[src/rtl/display_scheduler.sv]
// display_scheduler
//   Time-shares one 8-digit seven-segment display between four result
//   producers. Each producer loads a 32-bit word into its own hold buffer.
//   The scheduler rotates through the valid buffers on a millisecond-based
//   dwell timer, and also supports manual advance and freezing the rotation.
//
// Ports
//   clk        in   1    system clock
//   rst        in   1    synchronous reset, active-high
//   ld         in   4    per-channel load strobe; ld[i] captures channel i word
//   ld_data    in   128  channel i word at ld_data[32*i+31:32*i]
//   next       in   1    single-cycle pulse: advance to the next valid channel
//   hold       in   1    level: freeze auto-rotation (next still works)
//   clr        in   1    single-cycle pulse: invalidate and zero all channels
//   disp_data  out  32   word currently shown
//   disp_en    out  1    display enable; high while any channel is valid
//   cur_ch     out  2    index of the channel currently selected
//   ch_valid   out  4    per-channel valid flags
module display_scheduler #(
  parameter int CLK_FREQUENCY = 100_000_000,
  parameter int DWELL_MS      = 1000
) (
  input  logic         clk,
  input  logic         rst,
  input  logic [3:0]   ld,
  input  logic [127:0] ld_data,
  input  logic         next,
  input  logic         hold,
  input  logic         clr,
  output logic [31:0]  disp_data,
  output logic         disp_en,
  output logic [1:0]   cur_ch,
  output logic [3:0]   ch_valid
);

  localparam int TICK_CYCLES = (CLK_FREQUENCY / 1000 < 1) ? 1 : CLK_FREQUENCY / 1000;
  localparam int MS_W        = (TICK_CYCLES > 1) ? $clog2(TICK_CYCLES) : 1;
  localparam int DWELL_N     = (DWELL_MS < 1) ? 1 : DWELL_MS;
  localparam int DW_W        = (DWELL_N > 1) ? $clog2(DWELL_N) : 1;

  localparam logic [MS_W-1:0] MS_LAST    = MS_W'(TICK_CYCLES - 1);
  localparam logic [DW_W-1:0] DWELL_LAST = DW_W'(DWELL_N - 1);

  logic [MS_W-1:0] ms_cnt;
  logic [DW_W-1:0] dwell_cnt;
  logic [31:0]     word_q [4];

  logic            tick;
  logic            auto_adv;
  logic            advance;
  logic            empty_jump;
  logic [1:0]      adv_ch;
  logic [1:0]      cand;
  logic            found;
  logic [1:0]      ld_low;

  logic [MS_W-1:0] ms_cnt_d;
  logic [DW_W-1:0] dwell_cnt_d;
  logic [1:0]      cur_ch_d;
  logic [3:0]      ch_valid_d;

  assign tick       = (ms_cnt == MS_LAST);
  assign auto_adv   = tick && !hold && (dwell_cnt == DWELL_LAST);
  // next and an expiring dwell in the same cycle still give a single step
  assign advance    = next || auto_adv;
  assign empty_jump = (ch_valid == 4'b0000) && (ld != 4'b0000);

  // Next valid channel after cur_ch, using pre-load valid flags
  always_comb begin
    adv_ch = cur_ch;
    found  = 1'b0;
    cand   = cur_ch;
    for (int k = 1; k < 4; k++) begin
      cand = cur_ch + 2'(k);
      if (!found && ch_valid[cand]) begin
        adv_ch = cand;
        found  = 1'b1;
      end
    end
  end

  always_comb begin
    ld_low = 2'd0;
    if (ld[0])      ld_low = 2'd0;
    else if (ld[1]) ld_low = 2'd1;
    else if (ld[2]) ld_low = 2'd2;
    else if (ld[3]) ld_low = 2'd3;
  end

  always_comb begin
    ms_cnt_d    = tick ? '0 : ms_cnt + 1'b1;
    dwell_cnt_d = dwell_cnt;
    cur_ch_d    = cur_ch;
    ch_valid_d  = ch_valid | ld;

    if (tick && !hold)
      dwell_cnt_d = (dwell_cnt == DWELL_LAST) ? '0 : dwell_cnt + 1'b1;

    if (clr) begin
      ch_valid_d  = 4'b0000;
      cur_ch_d    = 2'd0;
      dwell_cnt_d = '0;
    end else if (empty_jump) begin
      cur_ch_d    = ld_low;
      dwell_cnt_d = '0;
    end else begin
      if (advance)
        cur_ch_d = adv_ch;
      if (next)
        dwell_cnt_d = '0;
    end
  end

  always_ff @(posedge clk) begin
    if (rst) begin
      ms_cnt    <= '0;
      dwell_cnt <= '0;
      cur_ch    <= 2'd0;
      ch_valid  <= 4'b0000;
      disp_data <= 32'h0;
      disp_en   <= 1'b0;
      for (int i = 0; i < 4; i++)
        word_q[i] <= 32'h0;
    end else begin
      ms_cnt    <= ms_cnt_d;
      dwell_cnt <= dwell_cnt_d;
      cur_ch    <= cur_ch_d;
      ch_valid  <= ch_valid_d;
      // display path follows the state as it was before this edge
      disp_data <= word_q[cur_ch];
      disp_en   <= |ch_valid;
      for (int i = 0; i < 4; i++) begin
        if (clr)
          word_q[i] <= 32'h0;
        else if (ld[i])
          word_q[i] <= ld_data[32*i +: 32];
      end
    end
  end

endmodule

[config.mk]
export PLATFORM = sky130hd
export DESIGN_NAME = display_scheduler
export DESIGN_NICKNAME = d
export VERILOG_FILES = /design/src/rtl/display_scheduler.sv
export SDC_FILE = /design/constraint.sdc
export NUM_CORES = 1
export LEC_CHECK = 0
export CORE_MARGIN = 2
export CORE_UTILIZATION = 51
export DETAILED_ROUTE_END_ITERATION = 7
export PLACE_DENSITY = 0.84
export REMOVE_ABC_BUFFERS = 1
export SLEW_MARGIN = 10
export SYNTH_ARGS = -nofsm -noshare
export SYNTH_HDL_FRONTEND = slang
export SYNTH_SLANG_ARGS = --single-unit
export TNS_END_PERCENT = 1
[constraint.sdc]
create_clock -name clk -period 2.33 [get_ports clk]
set_input_delay 0.3495 -clock clk [delete_from_list [all_inputs] [get_ports clk]]
set_output_delay 0.3495 -clock clk [all_outputs]
set_load 0.005 [all_outputs]
==> flow_summary.toml <==
[synth]
synth_compound_area_frac = 0.0255
synth.distinct_cells = 44
synthAdderAreaFrac = 0.00309
netlist.area_leader.share = 0.475
synth_xor_area_frac = 0.0249
yosysWarnings = 0
async_flop_share = 0
ys_seq_elements = 194
synth_top_family_by_area = "simple AND/OR/NAND/NOR gates"
synth.area.top_cells = "edfxtp_1, dfxtp_1, and3_1"
synthMuxAreaShare = 0.0915
synth_enable_flop_cells = 128
synth_simple_gate_area_frac = 0.190
syn-mean-instance-area_sq_um = 13.3
syn_inst = 607
synthFlopType = "edfxtp_1"
yosys.area.top_type = "edfxtp_1"
mappedNetlistArea_sq_mm = 0.00810
ys_seq_area_frac = 0.638

[clock_network]
clkSinkCount = 194
worstSkewPairLatency_ns = 0.44
cts_setup_buffers = 0
clockRootBuffer = "clkbuf_16"
clkTransAtPathRegs_ns = 0.07
hold_buffers = 0
cts_max_level = 4
clk_path_buf_depth = 2
numCtsBuffers = 17
tritoncts = "done"

[status]
status = "complete, no violations"

[die]
dieWidth_microns = 130
die_area_sq_mm = 0.0169
coreArea_sq_mm = 0.0157
start_util = 0.515
rows = 46
die_h_microns = 130
io_pins = 176

[finish]
antenna_cells = 0
drive_above_1_share = 0.122
fin_cells = 1003
area_delta_synth_final_pct = 32.7
fillers = 1013
nNetsFinal = 913
final_core_util = 0.684

[min_path]
worst_hold_path.endpoint = "disp_data[23]$_SDFF_PP0_"
hp-class = "input port to flop"
whs_path_depth = 2
holdCritStartpoint = "rst"

[detailed_routing]
viasPerCell = 5.78
wl_met3_microns = 2030
drt-met1-wl_microns = 7680
num_vias = 5795
top_layer = "met4"
wl_met2_microns = 10600
dr.pass1.iters = 7
ant_nets = 0
drc = 0
drt_iter0_markers = 658
wire_per_inst_microns = 20.8
wirelength_microns = 20900

[critical_path]
r2r_slack_ns = 0.23
crit_fanout = 17
criticalPathCategory = "flop to output port"
crit_start = "cur_ch[1]$_SDFFE_PP0P_"
reg2reg_from = "ms_cnt[0]$_SDFF_PP0_"
rr_endpoint = "cur_ch[0]$_SDFFE_PP0P_"
cp.arrival_ns = 1.86
start_kind = "flop"
worstSetupEndpointType = "output port"
ff2ff_path_depth = 6
crit_required_ns = 1.98

[timing]
slew_headroom = 0.611
tightestPinTransition_ns = 0.583
finalCriticalPeriod_ns = 2.21
final.setup.tns_ns = 0
drv_slew = 0
rsz0062_at_grt = "no"
finalCritPeriodShare = 0.948
max_freq_ghz = 0.453
setup_viol = 0
hold_viol = 0
final.setup_skew_ns = 0.00784

[global_route]
grt_usage = 0.256
grt_pass1_vias = 5998
antenna_found_initial = 0
overflow = 0
grt_pass1_wl_microns = 31900
grt_max_degree = 70

[place]
placed_cells = 971
dp_hpwl_microns = 14400
portBuffers = 175
gp_congestion = 0.869

[power_and_ir_drop]
finalPower_mw = 7.59
p_per_area_mw_per_mm2 = 706
peakVddDrop_mv = 0.570
p_leak_nw = 4.35

[job]
maxCapViolations = 0
-- repair_timing --
action,4_1_cts,5_1_grt
setup endpoints to repair,0,1
hold endpoints to repair,0,0
resized for setup,0,1
-- synth_stat cells, types with 3 or more instances --
cell type,count
edfxtp_1,128
a21oi_1,4
xor2_1,9
nor2_1,35
nor2b_1,36
nand4_1,6
inv_1,7
or3_1,6
nand2_1,15
nand2b_1,3
nand3_1,11
o21ai_0,11
nor3_1,8
and3_1,130
clkbuf_1,44
mux4_2,32
dfxtp_1,66
buf_2,4
xnor2_1,14
o21a_1,4
nor4_1,4
-- cells in the final DEF (no fill, tap or decap), types with 3 or more instances in the layout --
cell type,synthesis,routed
dfxtp_1,66,64
nor4_1,4,4
nand4_1,6,6
o21ai_0,11,11
or3_1,6,3
buf_12,0,3
clkdlybuf4s50_1,0,174
clkinv_2,0,3
inv_6,0,5
nand3_1,11,11
nor2b_1,36,36
nor2_1,35,34
xnor2_1,14,14
inv_1,7,7
a21oi_1,4,4
edfxtp_1,128,128
clkinv_4,0,3
nand2_1,15,14
xor2_1,9,9
clkbuf_16,0,17
nand2b_1,3,3
mux4_2,32,32
and3_1,130,130
or3_2,0,3
buf_4,0,20
nor3_1,8,8
o21a_1,4,4
-- area by class of cell --
class / instances / area, sq um / share of cell area
clock buffer: 18 / 439 / 0.0409
tap: 216 / 270 / 0.0251
timing repair buffer: 199 / 1970 / 0.183
multi-input combinational: 355 / 2720 / 0.253
sequential: 194 / 5170 / 0.481
inverter: 7 / 26.3 / 0.00244
clock inverter: 14 / 153 / 0.0142
-- logic make-up after synthesis --
group | after synthesis
XOR/XNOR | 23
buffers and inverters | 58
adder cells (fa/ha/maj) | 2
flip-flops | 194
multiplexers | 34
AND/OR/NAND/NOR | 265
AO/OA/AOI/OAI | 31
-- per-stage QoR --
step	cell area (sq um)	setup WS (ns)	hold slack [ns]
3_5_place_dp	10200	0.240	0.473
5_1_grt	10700	0.0552	0.232
4_1_cts	10700	0.0392	0.212
2_1_floorplan	7900	-3.12	0.421
3_3_place_gp	10200	0.313	0.438
6_report	10700	0.122	0.224
-- critical path, cell delays in order, from the launching register on --
cell             delay [ns]
dfxtp_2                0.58
buf_4                  0.30
clkdlybuf4s50_1        0.54
-- worst max-delay path by stage --
stage | end | slack (ns) | cells after the start
after floorplan | word_q[2][0]$_SDFFCE_PN0P_ | -3.12 | 2
after global placement | cur_ch[0]$_SDFFE_PP0P_ | 0.31 | 5
after detailed placement | dwell_cnt[6]$_SDFFE_PP0P_ | 0.24 | 6
after CTS | cur_ch[0] | 0.04 | 2
after global routing | cur_ch[0] | 0.06 | 2
final | cur_ch[1] | 0.12 | 2
-- flip-flops by register name, summed over array words and instances (netlist names) --
register	cells
ch_valid	4
disp_en	1
disp_data	32
ms_cnt	17
word_q	128
cur_ch	2
dwell_cnt	10
-- routing by layer --
layer	track usage	vias to the layer above
met2	0.430	351
met3	0.0644	44
li1	-	2591
met4	0.109	0
met1	0.319	2809
met5	0	-
-- where the power goes --
part | internal (mW) | leakage, nW | switching, mW
Combinational | 0.450 | 2.05 | 0.304
Clock | 1.63 | 0.292 | 1.28
Sequential | 3.84 | 2.01 | 0.0791
Total | 5.92 | 4.35 | 1.67
(Power assumes the default switching activity.)
